File: config.mk
export PLATFORM = sky130hd
export DESIGN_NAME = imm_encoder
export DESIGN_NICKNAME = d
export VERILOG_FILES = /design/src/rtl/imm_encoder.sv
export SDC_FILE = /design/constraint.sdc
export NUM_CORES = 1
export LEC_CHECK = 0
export CAP_MARGIN = 40
export CORE_ASPECT_RATIO = 1.25
export CORE_UTILIZATION = 45
export DETAILED_ROUTE_END_ITERATION = 10
export GPL_ROUTABILITY_DRIVEN = 0
export HOLD_SLACK_MARGIN = 0.1
export PLACE_DENSITY = 0.66
export SYNTH_ARGS = -nofsm -noshare
export SYNTH_HDL_FRONTEND = slang
export SYNTH_SLANG_ARGS = --single-unit
File: constraint.sdc
create_clock -name clk -period 6.11 [get_ports clk]
set_input_delay 0.611 -clock clk [delete_from_list [all_inputs] [get_ports clk]]
set_output_delay 0.611 -clock clk [all_outputs]
set_load 0.01 [all_outputs]
File: src/rtl/imm_encoder.sv
// Immediate field encoder: maps a 32-bit constant or offset onto the instruction
// immediate field (DP rotated imm, LDR/STR offset, branch). Start/Done handshake.
module imm_encoder (
    input  logic        clk,
    input  logic        reset,
    input  logic        Start,
    input  logic [31:0] Value,
    input  logic [1:0]  EncType,
    output logic        Busy,
    output logic        Done,
    output logic        Valid,
    output logic [23:0] ImmField,
    output logic        UBit
);

    localparam int unsigned DATA_W   = 32;
    localparam int unsigned IMM_W    = 24;
    localparam int unsigned ROT_W    = 4;
    localparam int unsigned OFS_MAX  = 4095;
    localparam logic [ROT_W-1:0] ROT_LAST = ROT_W'(15);

    localparam logic [1:0] ENC_DP  = 2'b00;
    localparam logic [1:0] ENC_LS  = 2'b01;
    localparam logic [1:0] ENC_BR  = 2'b10;

    typedef enum logic [1:0] {
        IDLE   = 2'b00,
        SEARCH = 2'b01,
        DONE   = 2'b10
    } state_t;

    state_t              state_q, state_d;
    logic [ROT_W-1:0]    rot_q, rot_d;
    logic [DATA_W-1:0]   value_q, value_d;
    logic [1:0]          enc_q, enc_d;
    logic                busy_d, done_d, valid_d, ubit_d;
    logic [IMM_W-1:0]    imm_d;

    // Candidate for the current rotation: value rotated left by 2*rot.
    logic [2*DATA_W-1:0] rot_dbl;
    logic [DATA_W-1:0]   rot_val;
    logic                dp_hit;

    assign rot_dbl = {value_q, value_q} << {rot_q, 1'b0};
    assign rot_val = rot_dbl[2*DATA_W-1:DATA_W];
    assign dp_hit  = (rot_val[DATA_W-1:8] == 24'd0);

    // Load/store offset magnitude; 0x80000000 negates to itself and fails the range test.
    logic [DATA_W-1:0]   ls_mag;
    logic                ls_ok;

    assign ls_mag = value_q[DATA_W-1] ? ((~value_q) + 32'd1) : value_q;
    assign ls_ok  = (ls_mag <= DATA_W'(OFS_MAX));

    // Branch offset must be word aligned and sign-representable in 26 bits.
    logic                br_ok;

    assign br_ok = (value_q[1:0] == 2'b00) &&
                   (value_q[31:26] == {6{value_q[25]}});

    always_ff @(posedge clk or posedge reset) begin
        if (reset) begin
            state_q  <= IDLE;
            rot_q    <= '0;
            value_q  <= '0;
            enc_q    <= '0;
            Busy     <= 1'b0;
            Done     <= 1'b0;
            Valid    <= 1'b0;
            ImmField <= '0;
            UBit     <= 1'b0;
        end else begin
            state_q  <= state_d;
            rot_q    <= rot_d;
            value_q  <= value_d;
            enc_q    <= enc_d;
            Busy     <= busy_d;
            Done     <= done_d;
            Valid    <= valid_d;
            ImmField <= imm_d;
            UBit     <= ubit_d;
        end
    end

    // Next state and result fields; results change only on the resolving edge.
    always_comb begin
        state_d = state_q;
        rot_d   = rot_q;
        value_d = value_q;
        enc_d   = enc_q;
        valid_d = Valid;
        imm_d   = ImmField;
        ubit_d  = UBit;
        busy_d  = 1'b0;
        done_d  = 1'b0;

        case (state_q)
            IDLE: begin
                if (Start) begin
                    value_d = Value;
                    enc_d   = EncType;
                    rot_d   = '0;
                    state_d = SEARCH;
                end
            end

            SEARCH: begin
                case (enc_q)
                    ENC_DP: begin
                        if (dp_hit) begin
                            valid_d = 1'b1;
                            imm_d   = {12'd0, rot_q, rot_val[7:0]};
                            ubit_d  = 1'b0;
                            state_d = DONE;
                        end else if (rot_q == ROT_LAST) begin
                            valid_d = 1'b0;
                            imm_d   = '0;
                            ubit_d  = 1'b0;
                            state_d = DONE;
                        end else begin
                            rot_d = rot_q + ROT_W'(1);
                        end
                    end

                    ENC_LS: begin
                        valid_d = ls_ok;
                        imm_d   = ls_ok ? {12'd0, ls_mag[11:0]} : '0;
                        ubit_d  = ls_ok ? ~value_q[DATA_W-1] : 1'b0;
                        state_d = DONE;
                    end

                    ENC_BR: begin
                        valid_d = br_ok;
                        imm_d   = br_ok ? value_q[25:2] : '0;
                        ubit_d  = 1'b0;
                        state_d = DONE;
                    end

                    default: begin
                        valid_d = 1'b0;
                        imm_d   = '0;
                        ubit_d  = 1'b0;
                        state_d = DONE;
                    end
                endcase
            end

            DONE: begin
                state_d = IDLE;
            end

            default: begin
                state_d = IDLE;
            end
        endcase

        busy_d = (state_d != IDLE);
        done_d = (state_d == DONE);
    end

endmodule
==> metrics.md <==
| Metric | Value |
|---|---|
| Fin crit share | 71.43% |
| Final hold slack | 0.4725 ns |
| Crit-path max FO | 35 |
| Async S/R FF share, synth | 100.0% |
| Internal power | 1687 uW |
| First-pass GRT wire length | 27710 um |
| Post-synth EDFFs | 0 |
| Met2 Use GR | 43.55% |
| Actual slew at the worst max-slew pin | 0.9460 ns |
| Post-Syn Area per Cell | 8.776 um^2 |
| Sequential share of power | 33.0% |
| Place WS | 1.821 ns |
| Crit path DAT | 4.58 ns |
| Ys flop type | dfrtp_1 |
| Area of the core | 12220 um^2 |
| Largest net degree at the start of global routing | 69 |
| Grt peak-use layer | met2 |
| Fraction of layout cells with a size suffix above 1 | 13.23% |
| Netlist cell types | 76 |
| Antenna Violating Nets Remaining | 0 |
| Pwr/cell area | 500.1 nW/um^2 |
| Clock buffer depth | 2 |
| CTS Buf Count | 9 |
| Startpoint types | flop |
| Clock share of power | 16.2% |
| Num ports | 65 |
| Die Ht | 127.3 um |
| Clock sinks | 68 |
| Final wirelength | 16980 um |
| Pins Over Slew Limit | 0 |
| Net Sw Frac | 48.36% |
| Setup-failing EPs final | 0 |
| CTS HTree Levels | 3 |
| Met1 global-route usage | 35.12% |
| Slew headroom | 36.94% |
| Worst EP required | 6.33 ns |
| Clock transition at path regs | 0.05 ns |
| Clk Latency, worst-skew pair | 0.34 ns |
| Most frequent cell after synthesis | nand2_1 |
| NetSw | 1579 uW |
| Met3 usage | 5.470% |
| Cts repair resizes | 0 |
| Syn. warnings | 0 |
| Max Fclk | 229.1 MHz |
| DIE AREA | 13010 um^2 |
| Vias in the first global route | 5252 |
| Leak Pwr | 0.002484 uW |
| Syn Nets | 684 |
| Worst Path Buf+Inv | 1 |
| Die Width | 102.2 um |
| Kind of critical path | flop to flop |
| Run status | completed |
| Rows | 45 |
| FF+latch count, synth | 68 |
| MaxCap Viol Count | 0 |
| CP max stage delay | 0.95 ns |
| Worst clock skew | 0.004857 ns |
| Vias per inst | 6.456 |
| R2r worst-path depth | 8 |
| Comb power frac | 50.7% |
| Hold Crit Class | flop to flop |
| Wirelength per Cell | 20.48 um |
| Final Net Count | 701 |
| Post-route DRC | 0 |
| Root buffer cell | clkbuf_16 |
| Area contributors post-synth | dfrtp_1, mux4_2, nand2_1, mux2i_1, clkbuf_1 |
| Area growth, synth to finish | 15.54% |
| Overall Global Routing Usage | 27.90% |
| RSZ-0062 raised after global routing | false |
| Post-synth top cells | nand2_1, dfrtp_1, clkbuf_1 |
| Antenna Diode Count | 0 |
| Gr ovfl total | 0 |
| Register area share after synthesis | 30.11% |
| Setup crit end kind | flop |
| Initial antenna violation count | 0 |
| PortBufs | 64 |
| VDD IR max | 191.2 uV |
| Post-CTS Setup Bufs | 0 |
| Setup tns final | 0 ns |
| Worst path top cell family by delay | simple AND/OR/NAND/NOR gates |
| Min setup slack post-route | 1.746 ns |
| Post-synth top area share | 30.11% |
| Final hold violations | 0 |
| Crit. path cell count | 8 |
| Post-synth top area cell | dfrtp_1 |
| Final period demand of the worst path | 4.364 ns |
| Initial DRC count | 570 |
| Starting Density | 46.26% |
| DP Wirelength | 11820 um |
| TritonCTS clock tree | done |
| Hold-fix buffers, CTS | 0 |
| Slowest cell on the critical path | dfrtp_2 |
| Syn Inst Count | 644 |
| 1st-pass router iterations | 5 |
| Cells along the critical path | buf_4 -> mux4_2 -> or4_1 -> o22ai_2 -> nand3_2 -> o211ai_2 -> and2_4 -> mux2_2 |
| Vias | 5352 |
| Hold Crit Depth | 1 |
| Mapped cell area | 5652 um^2 |
| Filler cells | 1150 |
==> state kept, by name (all words and copies together) (netlist names) <==
name      count
value_q      32
ImmField     24
rot_q         4
enc_q         2
state_q       2
Busy          1
Done          1
UBit          1
Valid         1
==> logic make-up (layout without fill, tap and decap cells) <==
| logic type | Yosys count | after routing | synth area share [%] |
|---|---|---|---|
| and+or+nand+nor | 281 | 281 | 24.22 |
| AOI/OAI and AO/OA | 109 | 109 | 14.70 |
| xor gates and xnor gates | 11 | 11 | 1.705 |
| buffers and inverters | 97 | 118 | 8.413 |
| DFF | 68 | 68 | 30.11 |
| muxes | 75 | 75 | 20.19 |
| adders and majority gates | 3 | 3 | 0.6642 |
==> metal layers <==
layer / routed length (um) / up-vias
met4: 1079 / 0
met1: 6457 / 2566
met2: 8043 / 315
met5: 0 / -
li1: - / 2377
met3: 1397 / 94
==> stage by stage <==
step / total power [uW] / utilization, % / cell area (um^2) / cells
2_1_floorplan: 2251 / - / 5652 / 644
3_3_place_gp: 2611 / 50.61 / 6183 / 812
3_5_place_dp: 2672 / 50.96 / 6226 / 814
4_1_cts: 3212 / 53.45 / 6530 / 829
5_1_grt: 3460 / 53.45 / 6530 / 829
6_report: 3266 / 53.45 / 6530 / 829
==> path summary, 6_finish.rpt <==
kind	startpoint	end	slack (ns)
min in group asynchronous	reset	value_q[7]$_DFFE_PP0P_	0.85
worst max-delay path	rot_q[0]$_DFFE_PP0P_	ImmField[4]$_DFFE_PP0P_	1.75
max in group asynchronous	reset	rot_q[0]$_DFFE_PP0P_	4.68
worst min-delay path	state_q[1]$_DFF_PP0_	Busy$_DFF_PP0_	0.47
worst max register to register	rot_q[0]$_DFFE_PP0P_	ImmField[4]$_DFFE_PP0P_	1.75
worst min register to register	state_q[1]$_DFF_PP0_	Busy$_DFF_PP0_	0.47
==> layout by cell type (no fill, tap or decap), types with 3 or more instances in the layout <==
cell	n
a2111oi_0	3
a211oi_1	3
a21oi_1	19
a221o_1	4
a31oi_1	4
and2_1	5
buf_4	5
clkbuf_16	9
clkbuf_8	3
clkdlybuf4s50_1	64
dfrtp_1	67
ha_1	3
inv_1	29
mux2_2	12
mux2i_1	33
mux4_2	30
nand2_1	134
nand3_1	19
nand4_1	17
nor2_1	35
nor2b_1	6
nor3_1	19
nor3b_1	3
nor4_1	8
o2111ai_1	3
o21ai_0	22
o31ai_1	12
o41ai_1	3
or2_2	3
or3_1	7
or4_1	7
xnor2_1	10
==> worst reg2reg max path: cells and delay by family, from the launching register on <==
kind | cells | cell delay [ns]
DFF | 1 | 0.95
buffers and inverters | 1 | 0.43
and+or+nand+nor | 3 | 1.25
muxes | 2 | 0.96
AOI/OAI and AO/OA | 2 | 0.65
==> final cells by class <==
class / instances / area [um^2] / share of cell area, %
clock inverters: 1 / 30.03 / 0.4599
flip-flops and latches: 68 / 1703 / 26.08
clock buffers: 14 / 274.0 / 4.196
inverters: 32 / 120.1 / 1.839
multi-input cells: 479 / 3477 / 53.25
well taps: 164 / 205.2 / 3.142
repair buffers: 71 / 720.7 / 11.04
==> power by group through the flow <==
stage	clock [uW]	combinational (uW)	sequential, uW
after detailed placement	0	1610	1060
after global routing	559	1810	1090
after global placement	0	1560	1050
final	530	1660	1080
after CTS	539	1620	1050
after floorplan	0	1560	689
Power figures use the tool's default switching activity.
